$ cat src/rtl/cpu_loader_pkg.sv
// Shared definitions for the cpu program loader:
// command bytes, FSM state encoding and word sizes.
package cpu_loader_pkg;

    localparam logic [7:0] CMD_LOAD_I = 8'h01;
    localparam logic [7:0] CMD_LOAD_D = 8'h02;
    localparam logic [7:0] CMD_RUN    = 8'h03;
    localparam logic [7:0] CMD_HALT   = 8'h04;

    typedef logic [2:0] state_t;

    localparam state_t ST_IDLE   = 3'd0;
    localparam state_t ST_CNT_LO = 3'd1;
    localparam state_t ST_CNT_HI = 3'd2;
    localparam state_t ST_ADR_LO = 3'd3;
    localparam state_t ST_ADR_HI = 3'd4;
    localparam state_t ST_DATA   = 3'd5;
    localparam state_t ST_WRITE  = 3'd6;

    localparam int WORD_BYTES_I = 4;
    localparam int WORD_BYTES_D = 8;

    function automatic logic is_load(input logic [7:0] b);
        return (b == CMD_LOAD_I) || (b == CMD_LOAD_D);
    endfunction

endpackage

$ cat src/rtl/loader_word_packer.sv
// LSB-first byte packer: assembles 4-byte (IMEM) or
// 8-byte (DMEM) words from the loader byte stream.
module loader_word_packer
    import cpu_loader_pkg::*;
(
    input  logic        clk,
    input  logic        arst_n,
    input  logic        clear,
    input  logic        take,
    input  logic        mode_d,
    input  logic [7:0]  byte_in,
    output logic        last,
    output logic [63:0] word_nxt
);

    logic [63:0] sr;
    logic [2:0]  cnt;
    logic [63:0] word_sh;

    // Shifted value including the byte being accepted this cycle
    always_comb begin
        word_sh  = {byte_in, sr[63:8]};
        word_nxt = mode_d ? word_sh : {32'b0, word_sh[63:32]};
        last     = (cnt == (mode_d ? 3'(WORD_BYTES_D - 1)
                                   : 3'(WORD_BYTES_I - 1)));
    end

    // Shift register and byte counter; counter wraps after each word
    always_ff @(posedge clk or negedge arst_n) begin
        if (!arst_n) begin
            sr  <= '0;
            cnt <= '0;
        end else if (clear) begin
            sr  <= '0;
            cnt <= '0;
        end else if (take) begin
            sr  <= word_sh;
            cnt <= last ? 3'd0 : cnt + 3'd1;
        end
    end

endmodule

$ cat src/rtl/cpu_program_loader.sv
// Byte-stream boot loader: writes IMEM/DMEM through the
// cpu external ports and controls the cpu run enable.
module cpu_program_loader
    import cpu_loader_pkg::*;
#(
    parameter int IMEM_ADDR_W = 9,
    parameter int DMEM_ADDR_W = 10
) (
    input  logic        clk,
    input  logic        arst_n,
    input  logic        s_valid,
    input  logic [7:0]  s_data,
    output logic        s_ready,
    output logic [63:0] addr_ext,
    output logic        wen_ext,
    output logic [31:0] wdata_ext,
    output logic [63:0] addr_ext_2,
    output logic        wen_ext_2,
    output logic [63:0] wdata_ext_2,
    output logic        enable,
    output logic        busy,
    output logic        err
);

    localparam int IDX_W = (IMEM_ADDR_W > DMEM_ADDR_W) ?
                           IMEM_ADDR_W : DMEM_ADDR_W;

    state_t            state;
    state_t            state_nxt;
    logic              mode_d;
    logic [15:0]       cnt;
    logic [7:0]        adr_lo;
    logic [IDX_W-1:0]  idx;
    logic              accept;
    logic              pk_last;
    logic [63:0]       pk_word;
    logic              word_done;

    assign accept    = s_valid & s_ready;
    assign word_done = (state == ST_DATA) & accept & pk_last;

    loader_word_packer u_packer (
        .clk      (clk),
        .arst_n   (arst_n),
        .clear    (state == ST_IDLE),
        .take     (accept && (state == ST_DATA)),
        .mode_d   (mode_d),
        .byte_in  (s_data),
        .last     (pk_last),
        .word_nxt (pk_word)
    );

    // FSM state register
    always_ff @(posedge clk or negedge arst_n) begin
        if (!arst_n) state <= ST_IDLE;
        else         state <= state_nxt;
    end

    // FSM next-state logic
    always_comb begin
        state_nxt = state;
        unique case (state)
            ST_IDLE:
                if (accept && is_load(s_data)) state_nxt = ST_CNT_LO;
            ST_CNT_LO:
                if (accept) state_nxt = ST_CNT_HI;
            ST_CNT_HI:
                if (accept) state_nxt = ST_ADR_LO;
            ST_ADR_LO:
                if (accept) state_nxt = ST_ADR_HI;
            ST_ADR_HI:
                if (accept)
                    state_nxt = (cnt == 16'd0) ? ST_IDLE : ST_DATA;
            ST_DATA:
                if (accept && pk_last) state_nxt = ST_WRITE;
            ST_WRITE:
                state_nxt = (cnt == 16'd1) ? ST_IDLE : ST_DATA;
            default:
                state_nxt = ST_IDLE;
        endcase
    end

    // FSM outputs; strobes come straight from the WRITE state
    always_comb begin
        s_ready   = (state != ST_WRITE);
        busy      = (state != ST_IDLE);
        wen_ext   = (state == ST_WRITE) & ~mode_d;
        wen_ext_2 = (state == ST_WRITE) &  mode_d;
    end

    // Frame header capture, remaining count and word index
    always_ff @(posedge clk or negedge arst_n) begin
        if (!arst_n) begin
            mode_d <= 1'b0;
            cnt    <= '0;
            adr_lo <= '0;
            idx    <= '0;
        end else begin
            unique case (state)
                ST_IDLE:
                    if (accept && is_load(s_data))
                        mode_d <= (s_data == CMD_LOAD_D);
                ST_CNT_LO:
                    if (accept) cnt[7:0] <= s_data;
                ST_CNT_HI:
                    if (accept) cnt[15:8] <= s_data;
                ST_ADR_LO:
                    if (accept) adr_lo <= s_data;
                ST_ADR_HI:
                    if (accept) idx <= IDX_W'({s_data, adr_lo});
                ST_WRITE: begin
                    cnt <= cnt - 16'd1;
                    idx <= idx + 1'b1;
                end
                default: ;
            endcase
        end
    end

    // Run enable and unknown-command error pulse
    always_ff @(posedge clk or negedge arst_n) begin
        if (!arst_n) begin
            enable <= 1'b0;
            err    <= 1'b0;
        end else begin
            err <= 1'b0;
            if (state == ST_IDLE && accept) begin
                unique case (s_data)
                    CMD_LOAD_I, CMD_LOAD_D, CMD_HALT: enable <= 1'b0;
                    CMD_RUN:                          enable <= 1'b1;
                    default:                          err    <= 1'b1;
                endcase
            end
        end
    end

    // Write ports load when a word completes and hold until the next one
    always_ff @(posedge clk or negedge arst_n) begin
        if (!arst_n) begin
            addr_ext    <= '0;
            wdata_ext   <= '0;
            addr_ext_2  <= '0;
            wdata_ext_2 <= '0;
        end else if (word_done) begin
            if (mode_d) begin
                addr_ext_2  <= 64'({idx[DMEM_ADDR_W-1:0], 3'b000});
                wdata_ext_2 <= pk_word;
            end else begin
                addr_ext  <= 64'({idx[IMEM_ADDR_W-1:0], 2'b00});
                wdata_ext <= pk_word[31:0];
            end
        end
    end

endmodule

$ cat config.mk
export PLATFORM = sky130hd
export DESIGN_NAME = cpu_program_loader
export DESIGN_NICKNAME = d
export VERILOG_FILES = /design/src/rtl/cpu_loader_pkg.sv /design/src/rtl/loader_word_packer.sv /design/src/rtl/cpu_program_loader.sv
export SDC_FILE = /design/constraint.sdc
export NUM_CORES = 1
export LEC_CHECK = 0
export ABC_AREA = 0
export BUFFER_PORTS_ARGS = -buffer_cell sky130_fd_sc_hd__clkbuf_2
export CAP_MARGIN = 30
export CORE_MARGIN = 4
export CORE_UTILIZATION = 54
export DETAILED_ROUTE_END_ITERATION = 6
export GPL_TIMING_DRIVEN = 0
export MAX_ROUTING_LAYER = met4
export PLACE_DENSITY = 0.81
export SYNTH_ARGS = -nofsm -noshare
export SYNTH_HDL_FRONTEND = slang
export SYNTH_SLANG_ARGS = --single-unit
$ cat constraint.sdc
create_clock -name clk -period 3.1 [get_ports clk]
set_clock_uncertainty 0.2 [all_clocks]
set_input_delay 0.155 -clock clk [delete_from_list [all_inputs] [get_ports clk]]
set_output_delay 0.155 -clock clk [all_outputs]
set_load 0.05 [all_outputs]
==> results of run 1 <==
-- worst max-delay path, stage by stage, from the launching register on --
cell	delay (ns)
dfrtp_1	0.45
and3b_1	0.19
buf_2	0.19
inv_2	0.11
clkbuf_1	0.38
clkbuf_2	0.33
clkbuf_2	0.32
-- state kept, by name (all words and copies together), names as in the netlist --
| name | count |
|---|---|
| addr_ext | 9 |
| addr_ext_2 | 10 |
| adr_lo | 8 |
| cnt | 16 |
| enable | 1 |
| err | 1 |
| idx | 10 |
| mode_d | 1 |
| state | 3 |
| u_packer.cnt | 3 |
| u_packer.sr | 56 |
| wdata_ext | 32 |
| wdata_ext_2 | 64 |
-- metal layers --
layer | GRT usage | vias to the layer above | part of all wire
li1 | - | 3356 | -
met5 | - | - | 0
met2 | 0.362 | 292 | 0.49
met1 | 0.306 | 3472 | 0.42
met4 | 0.0591 | 0 | 0.023
met3 | 0.0316 | 37 | 0.071
-- through the flow --
stage / TNS (ns) / area (um2) / cells / power (mW)
floorplan: 0 / 10100 / 978 / 5.05
global placement: -514.86 / 11100 / 1333 / 5.53
detailed placement: 0 / 11100 / 1335 / 5.60
CTS: 0 / 11900 / 1385 / 8.23
global route: 0 / 12000 / 1385 / 8.64
finish: 0 / 12000 / 1385 / 8.21
-- timing repair --
action	in CTS	in global routing
resized for setup	0	2
setup endpoints to repair	0	13
endpoints found under the hold margin	155	0
hold buffers	9	0
buffers inserted	0	0
-- power groups by stage --
stage / registers [mW] / logic [mW] / clock network, mW
2_1_floorplan: 3.57 / 1.48 / 0
4_1_cts: 3.54 / 2.04 / 2.65
6_report: 3.55 / 2.05 / 2.61
5_1_grt: 3.60 / 2.26 / 2.78
3_3_place_gp: 3.57 / 1.96 / 0
3_5_place_dp: 3.59 / 2.01 / 0
-- placed cells by master (no fill, tap or decap), types with 6 or more instances in the layout --
cell type,n
clkbuf_8,9
o311ai_0,6
nor2_1,23
buf_2,12
o21ai_0,18
nor3_1,7
dfrtp_1,214
nand3_1,61
buf_4,109
nand2_1,136
clkbuf_1,37
clkbuf_2,130
inv_1,9
clkbuf_16,23
a21oi_1,24
conb_1,109
mux2_2,119
dlygate4sd3_1,8
-- cell type report --
class	instances	area (um2)	area share
flip-flops and latches	214	5360	0.448
multi-input cells	594	3710	0.310
plain buffers	158	1020	0.0852
repair buffers	141	815	0.0681
clock buffers	37	708	0.0592
well taps	225	282	0.0236
inverters	12	45.0	0.00377
clock inverters	4	22.5	0.00188
-- worst paths after layout --
path	startpoint	endpoint	slack, ns	cells past startpoint
max in group asynchronous	arst_n	wdata_ext[15]	1.86	4
min in group asynchronous	arst_n	wdata_ext_2[61]	0.03	3
hold / removal	s_data[0]	state[0]	0.02	5
setup / recovery	state[1]	s_ready	0.28	6
setup reg to reg	state[1]	wdata_ext[16]	0.46	6
hold reg to reg	wdata_ext[8]	wdata_ext[8]	0.28	1
-- synthesized netlist by cell type, types with 3 or more instances --
library cell	number	area, um2
o32ai_1	3	26.3
nor4_1	5	31.3
o211ai_1	5	37.5
xnor2_1	5	43.8
o311ai_0	6	52.6
nor3_1	8	40.0
inv_1	9	33.8
buf_4	109	818
nor2_1	23	86.3
nand4_1	3	18.8
a311oi_1	5	43.8
or3_1	4	25.0
ha_1	4	50.1
or4_1	5	37.5
dfrtp_1	214	5360
o21ai_0	18	90.1
nor2b_1	3	18.8
mux2_1	3	33.8
nand3_1	61	305
a211oi_1	3	22.5
nand2_1	136	510
clkbuf_1	31	116
mux2_2	119	1340
a21oi_1	24	120
o22ai_1	5	31.3
buf_2	12	60.1
a221oi_1	3	26.3
buf_1	6	22.5
-- logic make-up (layout without fill, tap and decap cells) --
kind of cell	Yosys count	count (layout)
compound gates	89	89
xor+xnor	6	6
mux	123	123
flops	214	214
other cells	1	109
simple gates	263	263
buf+inv	170	352
fa+ha+maj	4	4
==> impl_metrics.py, run 1 <==
metrics = {
    "outcome": {
        "status": "complete, no violations",
    },
    "placement": {
        "hpwlAfterDp_mm": 15.9,
        "dp_slack_ns": 0.135,
        "port_buffers": 130,
        "gp_congestion": 0.937,
    },
    "synth": {
        "async_flop_share": 1.00,
        "synth_ff_type": "dfrtp_1",
        "synth_compound_area_frac": 0.0619,
        "synthMuxAreaShare": 0.142,
        "syn_avg_cell_area_um2": 11.2,
        "ys_warn_count": 0,
        "synth_top_family_by_area": "multiplexers",
        "synthXorXnorAreaFrac": 0.00541,
        "synthSimpleGateAreaFrac": 0.124,
        "synthAdderAreaFrac": 0.00515,
        "synth-edff-count": 0,
        "synth_seq_cells": 214,
        "synth_seq_area_share": 0.551,
        "syn_area_um2": 9720,
        "yosys.cell_types.count": 58,
        "netlist_instances": 870,
    },
    "sta": {
        "finalCritPeriodShare": 0.910,
        "rsz0062_at_grt": "false",
        "setup_viol": 0,
        "finalWorstSetupSlack_ns": 0.280,
        "tightestPinTransition_ns": 0.735,
        "hold_violations": 0,
        "slew_viol_final": 0,
        "fmaxAchievable_mhz": 355,
        "relSlewSlack": 0.506,
        "finalCriticalPeriod_ns": 2.82,
        "holdWs_ns": 0.0242,
    },
    "pwr": {
        "total_leakage_power_nw": 6.48,
        "swShare": 0.348,
        "pwr_density_cell_nw_per_um2": 687,
        "internal-power_mw": 5.35,
        "combPwrFrac": 0.249,
        "power_frac_clock": 0.318,
        "seqPwrFrac": 0.432,
        "switchingPower_mw": 2.86,
        "vdd_drop_max_mv": 0.479,
    },
    "clocking": {
        "cts.htree.levels": 1,
        "cts_buffer_depth": 3,
        "clk_latency_ns": 0.49,
        "cts_tree": "built",
        "root_buffer": "clkbuf_16",
        "clkTransAtPathRegs_ns": 0.06,
        "cts.sinks": 214,
        "cts-buffers-inserted": 23,
    },
    "route": {
        "vias": 7157,
        "firstDrtPassIters": 5,
        "wire_per_inst_um": 16.1,
        "via_per_inst": 5.17,
        "wl_mm": 22.3,
        "ant_nets": 0,
        "post-route-drc-count": 0,
        "drtIter0Drc": 400,
    },
    "floorplan": {
        "die_h_um": 142,
        "io_pins": 241,
        "core_area_um2": 17500,
        "die_w_um": 142,
        "start_util": 0.556,
        "die-area_um2": 20200,
        "rows": 48,
    },
    "worst_setup_path": {
        "arrival_ns": 2.47,
        "worstSetupStartpointType": "register",
        "path_class": "reg2out",
        "critPathMaxFanout": 10,
        "required_ns": 2.74,
        "endpoint_kind": "output port",
    },
    "cells_and_area": {
        "nets": 1159,
        "area_growth_syn_to_layout_pct": 23.0,
        "post-route-util": 0.684,
        "diodes": 0,
        "drive_gt1_frac": 0.360,
        "nFillCells": 1319,
    },
    "grt": {
        "antenna_found_initial": 0,
        "grt-ovfl-total": 0,
        "grt_pass1_wl_mm": 36.1,
        "grt_pass1_vias": 6886,
        "grt_max_degree": 90,
        "gr-usage-all-layers": 0.226,
    },
    "job": {
        "drv_cap": 0,
    },
    "hold_path": {
        "min_path_type": "in2reg",
    },
}
No activity file was read; power rests on OpenSTA's default activity.
==> inputs of run 2 (changes only) <==
--- a/config.mk
+++ b/config.mk
@@ -5,7 +5,7 @@
 export SDC_FILE = /design/constraint.sdc
 export NUM_CORES = 1
 export LEC_CHECK = 0
-export ABC_AREA = 0
+export ABC_AREA = 1
 export BUFFER_PORTS_ARGS = -buffer_cell sky130_fd_sc_hd__clkbuf_2
 export CAP_MARGIN = 30
 export CORE_MARGIN = 4
@@ -13,7 +13,7 @@
 export DETAILED_ROUTE_END_ITERATION = 6
 export GPL_TIMING_DRIVEN = 0
 export MAX_ROUTING_LAYER = met4
-export PLACE_DENSITY = 0.81
+export PLACE_DENSITY = 0.8
 export SYNTH_ARGS = -nofsm -noshare
 export SYNTH_HDL_FRONTEND = slang
 export SYNTH_SLANG_ARGS = --single-unit
==> impl_metrics.py, run 2 <==
metrics = {
    "synth": {
        "ys_warn_count": 0,
        "synth_top_area_frac": 0.533,
        "synth_seq_cells": 214,
        "synthMuxAreaShare": 0,
        "synth_ff_type": "dfrtp_1",
        "synth_top_family_by_area": "simple AND/OR/NAND/NOR gates",
        "synth_seq_area_share": 0.533,
        "syn_area_um2": 10100,
        "synthXorXnorAreaFrac": 0.00261,
        "synth_most_common_cell": "nand2_1",
        "synth_common_cells": "nand2_1, dfrtp_1, buf_4",
        "yosys.cell_types.count": 35,
        "synthAdderAreaFrac": 0.00498,
        "synth-edff-count": 0,
        "synth_compound_area_frac": 0.109,
        "netlist_instances": 1200,
        "synth_top_area_cell": "dfrtp_1",
        "synthSimpleGateAreaFrac": 0.204,
        "async_flop_share": 1.00,
        "synth.area.top_cells": "dfrtp_1, nand2_1, buf_4, o21ai_0, inv_1",
        "syn_avg_cell_area_um2": 8.38,
    },
    "placement": {
        "hpwlAfterDp_mm": 19.3,
        "port_buffers": 131,
        "gp_congestion": 0.949,
        "dp_cells": 1670,
    },
    "cells_and_area": {
        "regMostFlops": "wdata_ext_2",
        "largest_reg_flops": 64,
        "nets": 1495,
        "top_regs": "wdata_ext_2: 64 flops, u_packer.sr: 56 flops, wdata_ext: 32 flops",
        "instances_no_fill": 1723,
        "mostFrequentLayoutCells": "nand2_1, dfrtp_1, clkbuf_2",
        "area_growth_syn_to_layout_pct": 22.5,
        "drive_gt1_frac": 0.210,
        "nFillCells": 1436,
        "diodes": 0,
        "layout_commonest_cell": "nand2_1",
        "post-route-util": 0.678,
    },
    "sta": {
        "hold_violations": 0,
        "finalCritPeriodShare": 0.886,
        "tns_ns": 0,
        "relSlewSlack": 0.421,
        "finalCriticalPeriod_ns": 2.75,
        "tightestPinTransition_ns": 0.862,
        "slew_viol_final": 0,
        "fmaxAchievable_mhz": 364,
        "holdWs_ns": 0.269,
        "setup_viol": 0,
        "rsz0062_at_grt": "false",
    },
    "route": {
        "wire_per_inst_um": 15.6,
        "via_per_inst": 5.13,
        "wl_mm": 26.8,
        "wl_met2_mm": 12.4,
        "top_layer_used": "met4",
        "wl_met3_mm": 2.45,
        "drtIter0Drc": 791,
        "vias": 8832,
        "post-route-drc-count": 4,
        "ant_nets": 0,
        "drt-met1-wl_mm": 11.0,
        "firstDrtPassIters": 7,
    },
    "grt": {
        "grt_max_degree": 91,
        "grt_pass1_wl_mm": 42.5,
        "grt_pass1_vias": 8423,
        "antenna_found_initial": 0,
        "grt-ovfl-total": 0,
        "gr-usage-all-layers": 0.263,
    },
    "worst_setup_path": {
        "rrSetupSlack_ns": 0.79,
        "critPathMaxFanout": 10,
        "r2r-start": "mode_d",
        "cp_cell_sequence": "clkbuf_1 > clkbuf_1 > nor2_1 > clkbuf_2",
        "worstSetupStartpointType": "register",
        "cpPeakStageDelay_ns": 0.62,
        "arrival_ns": 2.39,
        "setup.worst_path.start": "mode_d",
        "endpoint_kind": "output port",
        "path_class": "reg2out",
        "required_ns": 2.74,
        "crit_path_end": "wen_ext",
        "r2r_cells": 6,
        "worst_path_most_repeated_cell": "clkbuf_1",
        "r2r_end": "wdata_ext[16]",
        "slowest_stage": "clkbuf_1",
    },
    "clocking": {
        "cts.sinks": 214,
        "post_cts_buffers": 0,
        "clk_latency_ns": 0.52,
        "clkTransAtPathRegs_ns": 0.06,
        "cts-buffers-inserted": 22,
        "cts_tree": "built",
        "root_buffer": "clkbuf_16",
        "cts_buffer_depth": 3,
        "cts.htree.levels": 1,
    },
    "pwr": {
        "vdd_drop_max_mv": 0.417,
        "swShare": 0.354,
        "switchingPower_mw": 2.85,
        "combPwrFrac": 0.263,
        "internal-power_mw": 5.19,
        "pwr_density_cell_nw_per_um2": 653,
        "finalPower_mw": 8.04,
        "power_frac_clock": 0.319,
        "total_leakage_power_nw": 6.74,
        "seqPwrFrac": 0.418,
    },
    "floorplan": {
        "io_pins": 241,
        "die_h_um": 144,
        "rows": 49,
        "core_area_um2": 18100,
        "die-area_um2": 20900,
        "die_w_um": 144,
        "start_util": 0.554,
    },
    "job": {
        "drv_cap": 0,
    },
    "outcome": {
        "status": "finished, violations left",
        "violations": "DRC",
    },
    "hold_path": {
        "min_path_type": "reg2reg",
    },
}
-- run 2: cell count changes after synthesis, moves of 6 or more --
cell	before	now
nand2_1	136	413
mux2_2	119	0
inv_1	9	102
o21ai_0	18	103
o22ai_1	5	47
nor2_1	23	57
nand3_1	61	30
o21ai_1	0	10
buf_2	12	21
a21oi_1	24	16
clkbuf_1	31	24
buf_1	6	0
o311ai_0	6	0
-- run 2: per-stage QoR --
| stage | setup slack (ns) | instance area [um2] |
|---|---|---|
| floorplan | 0.898 | 10500 |
| detailed placement | 0.916 | 11500 |
| CTS | 0.398 | 12300 |
| global route | 0.302 | 12300 |
| finish | 0.354 | 12300 |
| global placement | -2.40 | 11400 |
-- run 2: worst min path at each step --
| stage | from | end | cells after the start |
|---|---|---|---|
| final | wdata_ext_2[28] | wdata_ext_2[28] | 2 |
| after global routing | wdata_ext[29] | wdata_ext[29] | 2 |
| after CTS | wdata_ext[13] | wdata_ext[13] | 2 |
| after detailed placement | arst_n | cnt[10] | 1 |
| after global placement | wdata_ext[13] | wdata_ext[13] | 2 |
| after floorplan | arst_n | addr_ext[10] | 0 |
-- run 2: repair_timing --
| item | CTS | global route |
|---|---|---|
| gates resized for setup | 0 | 0 |
| hold buffers | 15 | 0 |
| endpoints found under the hold margin | 260 | 0 |
-- run 2: final cells by class --
| type | count | area [um2] | share of cell area |
|---|---|---|---|
| tap | 229 | 287 | 0.0233 |
| clock inverter | 6 | 70.1 | 0.00569 |
| inverter | 107 | 402 | 0.0326 |
| timing repair buffer | 148 | 870 | 0.0706 |
| clock buffer | 32 | 628 | 0.0510 |
| sequential | 214 | 5360 | 0.435 |
| multi-input combinational | 828 | 3630 | 0.295 |
| buffer | 159 | 1070 | 0.0869 |
-- run 2: worst max-delay path: cells and delay by family, from the launching register on --
family                 cells  cell delay (ns)
buffers and inverters      3             1.31
DFF                        1             0.46
and+or+nand+nor            1             0.11
-- run 2: logic make-up after synthesis --
| kind of cell | count (synthesis) |
|---|---|
| AOI/OAI and AO/OA | 196 |
| xor gates and xnor gates | 3 |
| adders and majority gates | 4 |
| buffers and inverters | 266 |
| DFF | 214 |
| other | 1 |
| and+or+nand+nor | 516 |
-- run 2: power by group through the flow --
stage / sequential (mW) / clock (mW) / combinational, mW
after CTS: 3.35 / 2.59 / 2.09
final: 3.36 / 2.57 / 2.11
after floorplan: 3.35 / 0 / 1.58
after global routing: 3.39 / 2.72 / 2.34
after global placement: 3.38 / 0 / 1.98
after detailed placement: 3.39 / 0 / 2.04
-- run 2: routing by layer --
| metal | vias to the layer above | global-route usage |
|---|---|---|
| met5 | - | - |
| met4 | 0 | 0.0938 |
| met3 | 81 | 0.0463 |
| met2 | 472 | 0.405 |
| met1 | 4131 | 0.353 |
| li1 | 4148 | - |
